[config.mk]
export PLATFORM = sky130hd
export DESIGN_NAME = encrypter_stream
export DESIGN_NICKNAME = d
export VERILOG_FILES = /design/src/rtl/encrypter_stream.sv
export SDC_FILE = /design/constraint.sdc
export NUM_CORES = 1
export LEC_CHECK = 0
export ABC_CLOCK_PERIOD_IN_PS = 3300
export CORE_ASPECT_RATIO = 1.1
export CORE_MARGIN = 8
export CORE_UTILIZATION = 25
export DETAILED_ROUTE_END_ITERATION = 10
export SETUP_SLACK_MARGIN = 0.3
export SYNTH_ARGS = -nofsm -noshare
export SYNTH_HDL_FRONTEND = slang
export SYNTH_SLANG_ARGS = --single-unit
[constraint.sdc]
create_clock -name clock -period 3.3 [get_ports clock]
set_input_delay 0.33 -clock clock [delete_from_list [all_inputs] [get_ports clock]]
set_output_delay 0.33 -clock clock [all_outputs]
set_load 0.03 [all_outputs]
[src/rtl/encrypter_stream.sv]
// Transmit-side 7-bit stream encrypter: keyed bit-scramble on accept, ciphertext buffered in a small FIFO.
// Key loads are accepted only while the FIFO is empty, so every buffered word keeps the key it was encrypted with.
module encrypter_stream #(
   parameter int FIFO_DEPTH  = 4,
   parameter int COUNT_WIDTH = 16
) (
   input  logic                   clock,
   input  logic                   resetN,
   input  logic [6:0]             keyIn,
   input  logic                   keyLoad,
   output logic                   keyReady,
   output logic                   keyReject,
   input  logic [6:0]             plainIn,
   input  logic                   inValid,
   output logic                   inReady,
   output logic [6:0]             cipherOut,
   output logic                   cipherValid,
   input  logic                   cipherReady,
   output logic [COUNT_WIDTH-1:0] wordCount
);

   localparam int             PTR_W      = $clog2(FIFO_DEPTH);
   localparam logic [PTR_W:0] FULL_LEVEL = (PTR_W+1)'(FIFO_DEPTH);

   logic [6:0]       key;
   logic [6:0]       mem [FIFO_DEPTH];
   logic [PTR_W-1:0] wrPtr;
   logic [PTR_W-1:0] rdPtr;
   logic [PTR_W:0]   occupancy;
   logic             empty;
   logic             full;
   logic             push;
   logic             pop;
   logic [6:0]       scrambled;
   logic [6:0]       cipherNext;

   // Even bits inverted, odd bits rotated right; the far-end decrypter undoes this with a left rotate.
   always_comb begin
      scrambled    = '0;
      scrambled[0] = ~plainIn[0];
      scrambled[2] = ~plainIn[2];
      scrambled[4] = ~plainIn[4];
      scrambled[6] = ~plainIn[6];
      scrambled[1] = plainIn[3];
      scrambled[3] = plainIn[5];
      scrambled[5] = plainIn[1];
      cipherNext   = scrambled ^ key;
   end

   assign empty       = (occupancy == '0);
   assign full        = (occupancy == FULL_LEVEL);
   assign keyReady    = empty;
   assign inReady     = !full && !keyLoad;
   assign cipherValid = !empty;
   assign cipherOut   = empty ? 7'h00 : mem[rdPtr];
   assign push        = inValid && inReady;
   assign pop         = cipherValid && cipherReady;

   always_ff @(posedge clock or negedge resetN) begin
      if (!resetN) begin
         key       <= '0;
         keyReject <= 1'b0;
         wrPtr     <= '0;
         rdPtr     <= '0;
         occupancy <= '0;
         wordCount <= '0;
      end else begin
         keyReject <= keyLoad && !keyReady;
         if (keyLoad && keyReady) begin
            key <= keyIn;
         end
         if (push) begin
            wrPtr     <= wrPtr + PTR_W'(1);
            wordCount <= wordCount + COUNT_WIDTH'(1);
         end
         if (pop) begin
            rdPtr <= rdPtr + PTR_W'(1);
         end
         case ({push, pop})
            2'b10:   occupancy <= occupancy + (PTR_W+1)'(1);
            2'b01:   occupancy <= occupancy - (PTR_W+1)'(1);
            default: occupancy <= occupancy;
         endcase
      end
   end

   // Storage needs no reset: cipherOut is masked by the occupancy count.
   always_ff @(posedge clock) begin
      if (push) begin
         mem[wrPtr] <= cipherNext;
      end
   end

endmodule
==> results of run 1 <==
## routing by layer
layer,routed length [um],GRT usage,vias to the layer above
met1,2127,0.09337,720
met3,273,0.02443,11
met5,0,0,-
met2,2571,0.1266,32
li1,-,-,703
met4,130,0.05250,0
## sequential cells by signal, summed over array words and instances, names as in the netlist
register,cells
key,7
keyReject,1
mem,28
occupancy,3
rdPtr,2
wordCount,16
wrPtr,2
## area by class of cell
class | count | area share
clock buffer | 11 | 0.06727
timing repair buffer | 47 | 0.1345
tap | 123 | 0.04448
sequential | 59 | 0.4673
inverter | 7 | 0.007595
multi-input combinational | 98 | 0.2633
clock inverter | 5 | 0.01555
## cells in the mapped netlist
| cell type | number |
|---|---|
| fa_1 | 1 |
| nor3_1 | 2 |
| nor2_1 | 3 |
| mux2_4 | 7 |
| xnor2_1 | 20 |
| buf_12 | 1 |
| ha_1 | 6 |
| and2_4 | 2 |
| buf_2 | 2 |
| nand3_1 | 4 |
| dfrtp_1 | 31 |
| nor2_2 | 1 |
| and2_1 | 12 |
| buf_6 | 1 |
| nand2_1 | 8 |
| nand4_1 | 7 |
| nand2b_1 | 1 |
| nor3_2 | 1 |
| and4_1 | 1 |
| mux4_2 | 7 |
| or3_4 | 1 |
| inv_1 | 6 |
| and3_1 | 1 |
| mux2i_1 | 1 |
| clkbuf_1 | 1 |
| o21ai_1 | 1 |
| nor4_2 | 1 |
| mux2_1 | 1 |
| inv_2 | 1 |
| edfxtp_1 | 28 |
| nor3b_2 | 1 |
| xor2_1 | 8 |
## logic make-up (layout without fill, tap and decap cells)
family / Yosys count / in the layout / synth area share
AO/OA/AOI/OAI: 1 / 1 / 0.001924
XOR/XNOR: 28 / 28 / 0.09437
adder cells (fa/ha/maj): 7 / 7 / 0.03659
buffers and inverters: 12 / 70 / 0.02744
flip-flops: 59 / 59 / 0.6221
multiplexers: 16 / 16 / 0.1093
AND/OR/NAND/NOR: 46 / 46 / 0.1083
## worst paths after layout
kind / start / endpoint / depth (start not counted)
setup / recovery: rdPtr[0] / cipherOut[4] / 3
hold / removal: resetN / wordCount[12] / 2
setup reg to reg: occupancy[0] / occupancy[2] / 10
hold reg to reg: wordCount[15] / wordCount[15] / 1
max in group asynchronous: resetN / rdPtr[1] / 2
min in group clock: wordCount[15] / wordCount[15] / 1
## stage by stage
step	power, uW	setup slack [ns]	cells
6_report	3121	0.6396	350
3_5_place_dp	2283	0.7322	334
3_3_place_gp	2262	0.8413	334
4_1_cts	3182	0.5742	350
5_1_grt	3306	0.5099	350
2_1_floorplan	1901	1.129	169
## worst register-to-register path, cell delays in order (launching register included)
cell     delay (ns)
dfrtp_1        0.43
nor3b_2        0.46
nor2_2         0.07
buf_4          0.19
inv_1          0.07
ha_1           0.17
inv_1          0.06
fa_1           0.37
xor2_1         0.15
nor2_1         0.11
xor2_1         0.16
## report_power, final
part           internal [uW]  switching [uW]
combinational            531             545
clock                    578             295
sequential              1000             169
total                   2110            1010
==> results.md, run 1 <==
- Io pins: 46
- Endpoints failing hold: 0
- Type of origin of the critical path: flop
- Unrepaired setup endpoints after global routing: no
- Yosys reg bits: ~60
- Total GRT Usage: 0.08000
- Clock slew at reported path FFs: around 0.050 ns
- Sequential-to-total area share from yosys stat: 0.6221
- Synth top area share: 0.3235
- Design area: ~3500 sq um
- Yosys cell types: 32
- Die area: 13920 sq um
- Via count: 1466
- Crit path DAT: 2.33 ns
- Max stage delay cell, worst path: dfrtp_1
- Slew Viols, Final: 0
- Post-Syn Nets: between 150 and 200
- WL per Instance: about 15 um
- Total CTS buffers: 9
- Core Footprint: 10250 sq um
- Peak supply drop: around 0.32 mV
- 1st-pass router iterations: 4
- Setup TNS: 0 ns
- Commonest non-fill, non-tap cells in the layout: clkdlybuf4s50_1, dfrtp_1, edfxtp_1
- Biggest area consumer among synthesized cells: edfxtp_1
- Fill cell count: between 900 and 1000
- Worst hold path type: input port to asynchronous set/reset pin
- Worst path top cell family by delay: flip-flops
- Worst slew pin tran: about 0.53 ns
- Register Area: roughly 1600 sq um
- Layout cells sized above 1: 0.1630
- Area of the multi-input gates: approximately 910 sq um
- Critical Path, Cell by Cell: mux4_2, and2_1, clkdlybuf4s50_1
- CTS tree: built
- Count of buffer and inverter cells on the critical path: 1
- First-pass GRT wire length: between 8000 and 9000 um
- Vias/cell: between 4 and 5
- WP data required: about 3 ns
- Max_slew headroom: 0.6449
- Clock Sinks: 59
- Vias in the first global route: around 1600
- Clock tree buffer depth: 2
- Synth Warn #: 0
- Pleak: 0.001311 uW
- DP Area: 3173 sq um
- WL final: 5103 um
- Critical path class: flop to output port
- Gr ovfl total: 0
- Cell area after synthesis: roughly 2600 sq um
- Clock skew: roughly 0.0054 ns
- CTS root buffer: clkbuf_16
- Cell row count: 39
- Syn avg cell area: 15.38 sq um
- Area grow syn2layout: 33.12%
- Drt drc: 0
- Crit end category: output port
- Placer Congestion: between 0.7 and 0.8
- P per Cell Area: ~900 nW/um^2
- Final setup fails: 0
- Largest net degree at the start of global routing: 32
- Slowest stage delay, CP: 0.67 ns
- Top post-synthesis cells by area: edfxtp_1, dfrtp_1, xnor2_1
- Commonest non-fill, non-tap cell in the layout: clkdlybuf4s50_1
- Max cap viols: 0
- Final Cycle Share: 0.8062
- Antenna Nets Post-Route: 0
- Layout Nets: approximately 250
- Status: finished, final reports clean
- DRT iter0 DRCs: between 40 and 50
- Fin crit period: about 2.7 ns
- Post-DP HPWL: about 3700 um
- Final Hold Slack: between 0.4 and 0.5 ns
- H-tree depth: 3
- Final Core Density: 0.3376
- Chip height: between 100 and 150 um
- Buffer count from post-CTS setup fixing: 0
- Reg2Reg Setup Slack: 0.97 ns
- Ant diodes: 0
- Crit path max fanout: 9
- Post-CTS sizing: 0
- Clk_lat worst skew: around 0.32 ns
- Die X-Extent: around 110 um
- Synth Instances: about 170
- Initial Utilization: 0.2536
- Max Freq: about 380 MHz
- Initial antenna violation count: 0
- Hold_buf cts: 0
- Port buffer count: between 40 and 50
Power figures use the tool's default switching activity.
==> run 2: changes to the inputs <==
ABC_CLOCK_PERIOD_IN_PS = 2200   (was 3300)
clock period = 2.2 ns   (was 3.3 ns; I/O delays follow)
==> results.md, run 2 (synthesized netlist as in run 1, its figures left out) <==
- Cell Int Power: 3358 uW (+59%)
- Layout Nets: 260 (+4.8%)
- Max stage delay cell, worst path: mux4_2
- Area grow syn2layout: 38.66%
- Total CTS buffers: 9 (unchanged)
- FF-to-FF path depth: 6 (-4)
- Final Core Density: 0.3516 (+0.01404)
- # placed instances: 337 (+0.90%)
- Critical Path, Cell by Cell: buf_6, mux4_2, and2_1, buf_6
- Most used cell, CP: buf_6
- Commonest non-fill, non-tap cells in the layout: clkdlybuf4s50_1, dfrtp_1, edfxtp_1
- Initial antenna violation count: 0 (unchanged)
- Slew Viols, Final: 0 (unchanged)
- Post-DP HPWL: 3757 um (+2.7%)
- Tot Pwr: 4978 uW (+59%)
- Fill cell count: 1019 (+2.2%)
- Gr ovfl total: 0 (unchanged)
- Placer Congestion: 0.6971 (-0.73%)
- WL per Instance: 14.45 um (-0.89%)
- Area of the multi-input gates: 957.2 sq um (+5.1%)
- Clock Sinks: 59 (unchanged)
- Worst path depth: 4 (+1)
- H-tree depth: 3 (unchanged)
- Status: finished, final reports clean
- Via count: 1507 (+2.8%)
- Power share of the combinational group: 0.382 (+0.037)
- Die X-Extent: 113.2 um (unchanged)
- Hold_buf cts: 0 (unchanged)
- Final setup fails: 0 (unchanged)
- Clock tree buffer depth: 2 (unchanged)
- Clk_lat worst skew: 0.32 ns (about the same)
- DRT iter0 DRCs: 34 (-24%)
- Io pins: 46 (unchanged)
- Cell row count: 39 (unchanged)
- Final Cycle Share: 0.8572
- Layout cells sized above 1: 0.2929 (+0.1299)
- Initial Utilization: 0.2536 (unchanged)
- Count of buffer and inverter cells on the critical path: 2 (+1)
- Max cap viols: 0 (unchanged)
- Port buffer count: 45 (unchanged)
- Clock skew: 0.006259 ns (+0.0008345 ns)
- Endpoints failing hold: 0 (unchanged)
- Unrepaired setup endpoints after global routing: yes
- Net Sw Frac: 0.3254 (+0.002200)
- Worst path top cell family by delay: multiplexers
- Most flops, register: mem
- Reg2Reg Setup Slack: 0.34 ns (-0.63 ns)
- Vias in the first global route: 1634 (+3.2%)
- Core Footprint: 10250 sq um (unchanged)
- Crit path DAT: 1.67 ns (-0.66 ns)
- Clk network pwr share: 0.272 (-0.008)
- WL final: 5231 um (+2.5%)
- CTS tree: built
- Largest registers: mem x28, wordCount x16, key x7
- Crit end category: output port
- Setup TNS: 0 ns (unchanged)
- Clock slew at reported path FFs: 0.05 ns (about the same)
- CTS root buffer: clkbuf_16
- Vias/cell: 4.163 (-0.61%)
- Die area: 13920 sq um (unchanged)
- Max reg flops: 28 (unchanged)
- Total GRT Usage: 0.08085 (+0.0008504)
- Critical path class: flop to output port
- Final Hold Slack: 0.3106 ns (-0.1061 ns)
- Commonest non-fill, non-tap cell in the layout: clkdlybuf4s50_1
- Pleak: 0.001403 uW (+7.0%)
- Fin cells: 362 (+3.4%)
- Antenna Nets Post-Route: 0 (unchanged)
- Chip height: 122.9 um (unchanged)
- WP data required: 1.98 ns (-0.99 ns)
- Register Area: 1617 sq um (unchanged)
- Max Freq: between 500 and 600 MHz
- Worst slew pin tran: 0.4308 ns (-0.1019 ns)
- Sequential Power Share: 0.347 (-0.028)
- Slowest stage delay, CP: 0.50 ns (-0.17 ns)
- Type of origin of the critical path: flop
- Max_slew headroom: 0.7128 (+0.06791)
- Crit path max fanout: 5 (-4)
- 1st-pass router iterations: 4 (unchanged)
- Worst hold path type: input port to asynchronous set/reset pin
- Largest net degree at the start of global routing: 32 (unchanged)
- Fin crit period: 1.886 ns
- Ant diodes: 0 (unchanged)
- Drt drc: 0 (unchanged)
- P_sw: 1620 uW (+61%)
- Peak supply drop: 0.7950 mV (+140%)
- P per Cell Area: 1381 nW/um^2 (+53%)
- First-pass GRT wire length: 8514 um (+0.90%)
## run 2: changes by cell type in the layout (fill, tap and decap cells not counted), moves of 2 or more
cell,previous run,this run
buf_6,0,8
buf_2,0,2
and2_1,12,7
inv_1,6,4
inv_2,1,3
and2_4,2,7
buf_4,2,12
clkdlybuf4s50_1,45,35
## run 2: final timing paths
path	startpoint	to
worst max-delay path	rdPtr[0]	cipherOut[2]
worst min-delay path	resetN	occupancy[2]
worst max register to register	occupancy[0]	occupancy[1]
worst min register to register	wordCount[15]	wordCount[15]
max in group asynchronous	resetN	wordCount[0]
min in group clock	wordCount[15]	wordCount[15]
## run 2: final cells by class
class	count	area share
repair buffers	59	0.1538
inverters	7	0.007292
multi-input cells	98	0.2656
well taps	123	0.04271
flip-flops and latches	59	0.4486
clock inverters	6	0.01840
clock buffers	10	0.06354
## run 2: per-stage QoR
step | area (sq um) | setup slack [ns]
4_1_cts | 3532 | 0.1658
3_5_place_dp | 3222 | 0.1222
3_3_place_gp | 3222 | 0.1837
6_report | 3603 | 0.3141
5_1_grt | 3603 | 0.2549
2_1_floorplan | 2635 | 0.2229
## run 2: what timing repair did
item | in CTS | in global routing
pin swaps | 8 | 5
cloned | 0 | 0
setup buffers | 6 | 3
endpoints found under the setup margin | 12 | 11
gates resized for setup | 38 | 32
## run 2: power groups by stage
stage	sequential [uW]	clock [uW]	combinational, uW
after global placement	1740	0	1730
after detailed placement	1750	0	1750
final	1730	1350	1900
after floorplan	1780	0	1120
after CTS	1730	1380	1720
after global routing	1760	1420	2060
## run 2: worst reg2reg max path, stage by stage (launching register included)
cell and delay (ns):
dfrtp_1 0.42, or3_4 0.41, and2_4 0.18, ha_4 0.15
inv_2 0.05, fa_2 0.42, mux2i_1 0.15
## run 2: routing by layer
metal | global-route usage | share of wire | vias to the layer above | wire length (um)
met5 | 0 | 0 | - | 0
met4 | 0.03833 | 0.0096 | 0 | 50
met3 | 0.03127 | 0.045 | 5 | 235
met2 | 0.1310 | 0.50 | 29 | 2607
met1 | 0.09307 | 0.45 | 749 | 2338
li1 | - | - | 724 | -
